## config.mk

```make
export PLATFORM = sky130hd
export DESIGN_NAME = m_wbarb2
export DESIGN_NICKNAME = d
export VERILOG_FILES = /design/src/rtl/m_wbarb2.sv
export SDC_FILE = /design/constraint.sdc
export NUM_CORES = 1
export LEC_CHECK = 0
export CAP_MARGIN = 20
export CORE_AREA = 10 10 114 116
export CTS_BUF_LIST = sky130_fd_sc_hd__clkbuf_2 sky130_fd_sc_hd__clkbuf_4 sky130_fd_sc_hd__clkbuf_8
export CTS_CLUSTER_DIAMETER = 120
export DETAILED_ROUTE_END_ITERATION = 12
export DIE_AREA = 0 0 124 126
export DONT_BUFFER_PORTS = 1
export GPL_TIMING_DRIVEN = 0
export SYNTH_ARGS = -nofsm -noshare
export SYNTH_HDL_FRONTEND = slang
export SYNTH_SLANG_ARGS = --single-unit
```

## constraint.sdc

```tcl
create_clock -name CLK_I -period 2 [get_ports CLK_I]
set_input_delay 0.4 -clock CLK_I [delete_from_list [all_inputs] [get_ports CLK_I]]
set_output_delay 0.4 -clock CLK_I [all_outputs]
set_load 0.005 [all_outputs]
```

## src/rtl/m_wbarb2.sv

```systemverilog
// rtl/m_wbarb2.sv - two-master Wishbone classic arbiter with round-robin grant and bus-timeout watchdog
//
// Purpose: shares one Wishbone slave port between master 0 (core bus) and
// master 1 (loader/debug). Grant is round-robin, held for the whole CYC, and a
// strobe the slave never acknowledges is ended with ERR by a watchdog.
//
// Ports:
//   CLK_I, RST_I            clock, asynchronous active-low reset
//   M0_* / M1_*             master-side Wishbone (CYC/STB/WE/ADR/DAT/SEL in,
//                           ACK/ERR/DAT out)
//   S_*                     slave-side Wishbone (CYC/STB/WE/ADR/DAT/SEL out,
//                           ACK/DAT in)
//   gnt                     one-hot current grant, 00 when idle
//   timeout                 one-cycle pulse when the watchdog fires
module m_wbarb2 #(
    parameter int TIMEOUT = 255,
    parameter int TOWIDTH = 8
) (
    input  logic        CLK_I,
    input  logic        RST_I,
    input  logic        M0_CYC_I,
    input  logic        M0_STB_I,
    input  logic        M0_WE_I,
    input  logic [31:0] M0_ADR_I,
    input  logic [31:0] M0_DAT_I,
    input  logic [3:0]  M0_SEL_I,
    output logic        M0_ACK_O,
    output logic        M0_ERR_O,
    output logic [31:0] M0_DAT_O,
    input  logic        M1_CYC_I,
    input  logic        M1_STB_I,
    input  logic        M1_WE_I,
    input  logic [31:0] M1_ADR_I,
    input  logic [31:0] M1_DAT_I,
    input  logic [3:0]  M1_SEL_I,
    output logic        M1_ACK_O,
    output logic        M1_ERR_O,
    output logic [31:0] M1_DAT_O,
    output logic        S_CYC_O,
    output logic        S_STB_O,
    output logic        S_WE_O,
    output logic [31:0] S_ADR_O,
    output logic [31:0] S_DAT_O,
    output logic [3:0]  S_SEL_O,
    input  logic        S_ACK_I,
    input  logic [31:0] S_DAT_I,
    output logic [1:0]  gnt,
    output logic        timeout
);

    typedef enum logic [1:0] {
        ST_IDLE = 2'd0,
        ST_GNT0 = 2'd1,
        ST_GNT1 = 2'd2
    } state_t;

    localparam bit               TO_EN   = (TIMEOUT != 0);
    localparam logic [TOWIDTH-1:0] TO_LAST = TO_EN ? TOWIDTH'(TIMEOUT - 1) : '0;

    state_t             state_q, state_d;
    logic               last_q, last_d;     // 0: master 0 was last, 1: master 1
    logic [TOWIDTH-1:0] cnt_q, cnt_d;
    logic               err_q, err_d;       // watchdog armed for this cycle
    logic               hold;
    logic               stall;
    logic               fire;

    // Grant FSM: round-robin from idle, locked while the owner holds CYC,
    // direct handover when the other master is already waiting.
    always_comb begin
        state_d = state_q;
        last_d  = last_q;
        case (state_q)
            ST_IDLE: begin
                if (M0_CYC_I && M1_CYC_I) begin
                    state_d = last_q ? ST_GNT0 : ST_GNT1;
                end else if (M0_CYC_I) begin
                    state_d = ST_GNT0;
                end else if (M1_CYC_I) begin
                    state_d = ST_GNT1;
                end
            end
            ST_GNT0: begin
                if (!M0_CYC_I) begin
                    last_d  = 1'b0;
                    state_d = M1_CYC_I ? ST_GNT1 : ST_IDLE;
                end
            end
            ST_GNT1: begin
                if (!M1_CYC_I) begin
                    last_d  = 1'b1;
                    state_d = M0_CYC_I ? ST_GNT0 : ST_IDLE;
                end
            end
            default: state_d = ST_IDLE;
        endcase
    end

    // Slave mux; STB is withheld in the cycle the watchdog ends the strobe.
    always_comb begin
        S_CYC_O = 1'b0;
        S_STB_O = 1'b0;
        S_WE_O  = 1'b0;
        S_ADR_O = '0;
        S_DAT_O = '0;
        S_SEL_O = '0;
        case (state_q)
            ST_GNT0: begin
                S_CYC_O = M0_CYC_I;
                S_STB_O = M0_STB_I & ~err_q;
                S_WE_O  = M0_WE_I;
                S_ADR_O = M0_ADR_I;
                S_DAT_O = M0_DAT_I;
                S_SEL_O = M0_SEL_I;
            end
            ST_GNT1: begin
                S_CYC_O = M1_CYC_I;
                S_STB_O = M1_STB_I & ~err_q;
                S_WE_O  = M1_WE_I;
                S_ADR_O = M1_ADR_I;
                S_DAT_O = M1_DAT_I;
                S_SEL_O = M1_SEL_I;
            end
            default: ;
        endcase
    end

    // Watchdog: count un-ACKed strobe cycles while the grant is stable; any
    // ACK, STB drop, grant change or ERR restarts from zero.
    always_comb begin
        hold  = (state_q != ST_IDLE) && (state_d == state_q);
        stall = hold && S_STB_O && !S_ACK_I;
        err_d = TO_EN && stall && (cnt_q == TO_LAST);
        cnt_d = (TO_EN && stall) ? cnt_q + TOWIDTH'(1) : '0;
    end

    // A late ACK in the ERR cycle takes precedence over the error.
    assign fire     = err_q & ~S_ACK_I;
    assign timeout  = fire;
    assign M0_ERR_O = fire & (state_q == ST_GNT0);
    assign M1_ERR_O = fire & (state_q == ST_GNT1);
    assign M0_ACK_O = S_ACK_I & (state_q == ST_GNT0);
    assign M1_ACK_O = S_ACK_I & (state_q == ST_GNT1);
    assign M0_DAT_O = S_DAT_I;
    assign M1_DAT_O = S_DAT_I;
    assign gnt      = {state_q == ST_GNT1, state_q == ST_GNT0};

    always_ff @(posedge CLK_I or negedge RST_I) begin
        if (!RST_I) begin
            state_q <= ST_IDLE;
            last_q  <= 1'b1;
            cnt_q   <= '0;
            err_q   <= 1'b0;
        end else begin
            state_q <= state_d;
            last_q  <= last_d;
            cnt_q   <= cnt_d;
            err_q   <= err_d;
        end
    end

endmodule

```

==> metrics <==
status=finished, violations left; violated checks=negative setup slack; post-synthesis compound-gate area fraction=26.9%; commonest cells after routing, fill and taps aside=69 x buf_4, 65 x a22oi_1, 58 x nor2b_1; RSZ-0062 raised after global routing=true; Leakage=1.14 nW; Post-Place Cells=453; DRT Pass-1 Iters=4; root buf cell=clkbuf_8; routability cong.=0.885; initial antenna violation count=0; Worst Skew=4.14 ps; Post-Synth Adder-Cell Area=3.70%; routed len/inst=27.0 um; Max Fanout on Critical Path=10; Hold WC Path Type=input port to flop; power density over cell area=1490 nW/um2; Pwr Total=4.59 mW; Die Area=15600 um2; maximum buffer depth of the clock tree=2; vias=2467; number of max-cap violations=0; Max rail drop VDD=0.563 mV; worst reg2reg endpoint=cnt_q[4]$_DFF_PN0_; Worst Path Arrival=1620 ps; Fin. Hold Viols=0; Area Growth Syn to Fin=29.7%; post-synthesis mux area share=0.423%; Die Ht=126 um; multi-input combinational cell area=1650 um2; GR Overflow Total=0; ratio of cells with drive above 1 in the final layout=43.3%; diode count=0; Async SR Flop Fraction=100%; Reg area=304 um2; TNS Setup=-27.2 ps; simple-gate area share of the yosys netlist=28.4%; Hold Path Depth=2; R2R depth=7; detailed-route vias per instance=5.29; DRC violation count after routing=0; first-pass GRT wire length=17100 um; fmax=0.495 GHz; Final setup viols=3; R2R setup slack=30 ps; Netlist cell types=38; Worst Hold End=last_q$_DFFE_PN1P_; largest family of logic cells by synthesized area=simple AND/OR/NAND/NOR gates; Buffers on Ports=0; Worst Tran Pin Value=577 ps; sequential area share after synthesis=12.7%; worst flop-to-flop path startpoint=state_q[0]$_DFF_PN0_; Die X=124 um; core area=10700 um2; #FFs+latches synth=12; CTS tree=yes; Global Route Usage Sum=13.9%; fin. max-slew vios=0; # nets final=511; Worst Setup Slack, final=-19.2 ps; Sink Count=12; filler instances=1119; commonest non-fill, non-tap cell in the layout=buf_4; clock transition at the registers of the reported paths=50 ps; crit end category=output port; Initial DRC Count=169; worst slack at placement=-729 ps; I/O pins=319; Worst-Skew Late Latency=250 ps; hold path startpoint=M0_CYC_I; Ys Warns=0; Mapped Nets=497; Synth Instances=313; dpl hpwl=10700 um; Post-synth EDFFs=0; post-route insts no fill=466; Post-Synth XOR/XNOR Area=2.22%; Crit Path Class=flop to output port; Top FF cell, synth=dfrtp_1; TritonCTS Buffers=3; Slew Limit Headroom=61.4%; period utilisation layout=101%; Routed Antenna Nets=0; average size of a mapped cell=7.57 um2; CP startpoint kind=flop; worst endpoint required time=1600 ps; Initial Util=22.1%; H-tree level count=1; num rows=38; WL final=12600 um; largest net degree at the start of global routing=13; area of the mapped netlist=2370 um2; final critical-path required period=2020 ps; vias in the first global route=2571
[report_power, final]
part | total [mW] | switching (mW) | internal, mW
combinational | 4.00 | 2.08 | 1.92
sequential | 0.341 | 0.0535 | 0.287
clock | 0.245 | 0.0911 | 0.154
[cell families after synthesis]
logic type,count (synthesis)
xor+xnor,6
mux,1
fa+ha+maj,7
compound gates,84
buf+inv,96
flops,12
simple gates,107
[worst max-delay path, cell delays in order, from the launching register on]
cell,delay (ps)
dfrtp_2,430
inv_4,70
ha_4,170
buf_12,150
buf_6,140
a22oi_1,270
nor2b_1,130
[sequential cells by signal (all words and copies together), names as in the netlist]
name     cells
cnt_q        8
state_q      2
err_q        1
last_q       1
[final cells by class]
type / instances / share of cell area (%)
multi-input cells: 206 / 53.7
plain buffers: 89 / 25.3
flip-flops and latches: 12 / 9.89
well taps: 140 / 5.70
repair buffers: 8 / 2.77
clock buffers: 4 / 1.59
inverters: 7 / 1.02
[timing repair]
action                                  4_1_cts  5_1_grt
setup buffers                                 5        1
pin swaps                                     0        7
cloned                                        1        1
resized for setup                            81       32
endpoints found under the setup margin       85       67
endpoints found under the hold margin        12        0
hold buffers                                  1        0
[synthesized netlist by cell type, drive strengths merged, types with 2 or more instances]
library cell  instances  area share (%)
inv                   7             1.1
xnor2                 4             1.5
nand2                 5            0.79
xor2                  2            0.74
a21oi                 5             1.5
and2                  5             1.4
clkbuf               18             2.9
nor2b                72              19
a22oi                70              22
nor2                  6            0.95
o21ai                 2            0.42
nand3                 2            0.42
dfrtp                11              12
buf                  71              22
ha                    7             3.7
nor4                  9             2.4
[through the flow]
stage | util (%) | hold slack, ps | area [um2]
final | 28.7 | 379 | 3070
after global routing | 28.7 | 390 | 3070
after CTS | 27.2 | 378 | 2910
after detailed placement | 23.8 | 105 | 2540
after global placement | 23.8 | 105 | 2540
after floorplan | - | 104 | 2370
[worst max-delay path by stage]
stage / startpoint / end / slack (ps) / cells after the start
2_1_floorplan: state_q[0]$_DFF_PN0_ / S_ADR_O[18] / 80 / 6
3_3_place_gp: state_q[0]$_DFF_PN0_ / S_ADR_O[22] / -700 / 6
3_5_place_dp: state_q[0]$_DFF_PN0_ / S_ADR_O[17] / -730 / 6
4_1_cts: state_q[0]$_DFF_PN0_ / S_ADR_O[17] / -10 / 6
5_1_grt: state_q[0]$_DFF_PN0_ / cnt_q[4]$_DFF_PN0_ / -80 / 7
6_report: state_q[0]$_DFF_PN0_ / S_ADR_O[18] / -20 / 6
[routing by layer]
layer	GRT usage, %	vias to the layer above	wire length (um)
met1	15.1	1193	4280
li1	-	1078	-
met2	26.8	184	6810
met4	2.24	0	159
met3	2.99	12	1340
met5	0	-	0
Note: power is estimated with default switching activity, not from simulation.
==> edit: new RTL, same flow settings <==
Put a register stage on the outputs `M0_ERR_O`, `M1_ERR_O` and `timeout`, with the module's reset. The values now appear one clock later. The other outputs are not delayed to match. Comments in the files are not updated.
--- a/src/rtl/m_wbarb2.sv
+++ b/src/rtl/m_wbarb2.sv
@@ -138,5 +138,13 @@
     assign fire     = err_q & ~S_ACK_I;
-    assign timeout  = fire;
-    assign M0_ERR_O = fire & (state_q == ST_GNT0);
-    assign M1_ERR_O = fire & (state_q == ST_GNT1);
+    always_ff @(posedge CLK_I or negedge RST_I) begin
+        if (!RST_I) begin
+            M0_ERR_O <= '0;
+            M1_ERR_O <= '0;
+            timeout  <= '0;
+        end else begin
+            M0_ERR_O <= fire & (state_q == ST_GNT0);
+            M1_ERR_O <= fire & (state_q == ST_GNT1);
+            timeout  <= fire;
+        end
+    end
     assign M0_ACK_O = S_ACK_I & (state_q == ST_GNT0);
Behaviour: same outputs for any inputs over 10 cycles, from zero or initial values and one cycle with RST_I low; that may be too few to reach the edited logic, so the function may still have changed.
==> edit against the original RTL <==
The run still ends with setup timing left; wire length grew 10%; die area stayed put; synthesized area increased by 3.2%; total power up 25%; worst setup slack worse by 0.038 ns; first-iteration DRC count is 41% lower; sequential cell count increased by 3; register-to-register slack improved by 0.02 ns; clock skew fell by 0.0034 ns; utilization rose by 5.6 points; via count up 0.41%; cell area increased by 19%; critical path type unchanged; largest cell class unchanged; largest power group unchanged.
==> edit: results (changes against the original RTL) <==
* Nets@finish at 524 (+2.5%)
* Largest net degree at the start of global routing at 16 (+3)
* Worst path arrival time at 1.66 ns (+0.04 ns)
* Netlist cell types at 38 (unchanged)
* R2r worst-path depth at 7 (unchanged)
* Wirelength, routed at 13.87 mm (+10%)
* Hold path cells at 1 (-1)
* Syn_nets at 500 (+0.60%)
* Pre-CTS setup slack at -0.8742 ns (-0.1455 ns)
* Failing checks: setup timing
* Initial antenna violation count at 0 (unchanged)
* Dpl hpwl at 11.17 mm (+4.4%)
* Vias in the first global route at 2668 (+3.8%)
* P_sw at 2.591 mW (+16%)
* # setup viols final at 15 (+12)
* Placed Instances at 456 (+0.66%)
* Synth area leaders: a22oi_1 (22%), buf_4 (20%), nor2b_1 (18%)
* Most frequent cells after synthesis: nor2b_1 (72), a22oi_1 (70), buf_4 (65), clkbuf_1 (18), dfrtp_1 (14)
* Routed len/inst at 28.96 um (+7.2%)
* Slew @ Worst Pin at 0.6657 ns (+0.08912 ns)
* DR iter-0 viols at 100 (-41%)
* Share of total power in sequential cells at 6.9% (-0.5 points)
* Post-synthesis sequential area ratio at 15.41% (+2.7 points)
* Reported combinational group power at 5.09 mW (+27%)
* P_leak at 1.340 nW (+18%)
* Routed vias/inst at 5.171 (-2.3%)
* Clk Latency, worst-skew pair at around 0.24 ns
* GRT Util Overall at 15.14% (+1.2 points)
* RePlAce Congestion at 0.8257 (-6.7%)
* Max VDD drop at 676.7 uV (+20%)
* PostCTS Resize Cnt at 134 (+65%)
* Max Clock Skew at 0.0007531 ns (-0.003387 ns)
* Status: finished, violations left
* Largest regs: cnt_q x8, state_q x2
* Placed inst area at 2619 um^2 (+3.0%)
* Avg Cell Area, Syn at 7.733 um^2 (+2.2%)
* Final setup margin at -0.05711 ns (-0.03791 ns)
* Share of cells above drive strength 1 at 67.26% (+24 points)
* # fillers at 1073 (-4.1%)
* CTS buffer count at 3 (unchanged)
* Min-delay worst type: primary input to flop
* HP Start: S_ACK_I
* Global-route wire length before repair at 18.24 mm (+6.9%)
edit: path summary, 6_finish.rpt:
check | slack (ns) | endpoint
worst min-delay path | 0.24 | timeout
worst max-delay path | -0.06 | S_ADR_O[20]
worst min register to register | 0.50 | cnt_q[0]
max in group asynchronous | 0.91 | state_q[1]
min in group asynchronous | 0.63 | M0_ERR_O
worst max register to register | 0.05 | cnt_q[4]
edit: logic make-up after synthesis:
family / count (synthesis) / synth area share, %
muxes: 1 / 0.4096
and+or+nand+nor: 107 / 27.55
xor gates and xnor gates: 6 / 2.151
DFF: 15 / 15.41
buffers and inverters: 96 / 24.83
adders and majority gates: 7 / 3.584
AOI/OAI and AO/OA: 84 / 26.06
edit: layout make-up:
cell class                      count  area (um^2)  area share, %
Buffer                             89        854.6          23.30
Timing Repair Buffer               19        247.7          6.755
Inverter                            7        31.28         0.8530
Multi-Input combinational cell    205         1931          52.64
Sequential cell                    15        379.1          10.34
Tap cell                          140        175.2          4.777
Clock buffer                        4        48.80          1.331
edit: routing by layer:
layer	up-vias	share of wire, %	GRT usage, %
li1	1108	-	-
met1	1186	35	16.84
met2	175	54	27.78
met3	8	10	4.915
met4	0	0.68	1.897
met5	-	0	0
edit: worst max-delay path: stages (launching register included):
cell       delay, ns
dfrtp_2         0.44
buf_12          0.14
ha_4            0.17
clkbuf_16       0.18
clkbuf_8        0.17
a22oi_1         0.19
nor2b_1         0.11
edit: stage by stage:
step | power [mW] | utilization (%) | setup TNS [ns]
2_1_floorplan | 2.665 | - | 0
3_3_place_gp | 3.447 | 24.48 | -39.38
3_5_place_dp | 3.539 | 24.48 | -45.22
4_1_cts | 4.965 | 30.55 | -0.3510
5_1_grt | 6.150 | 34.28 | -2.635
6_report | 5.746 | 34.28 | -0.2471
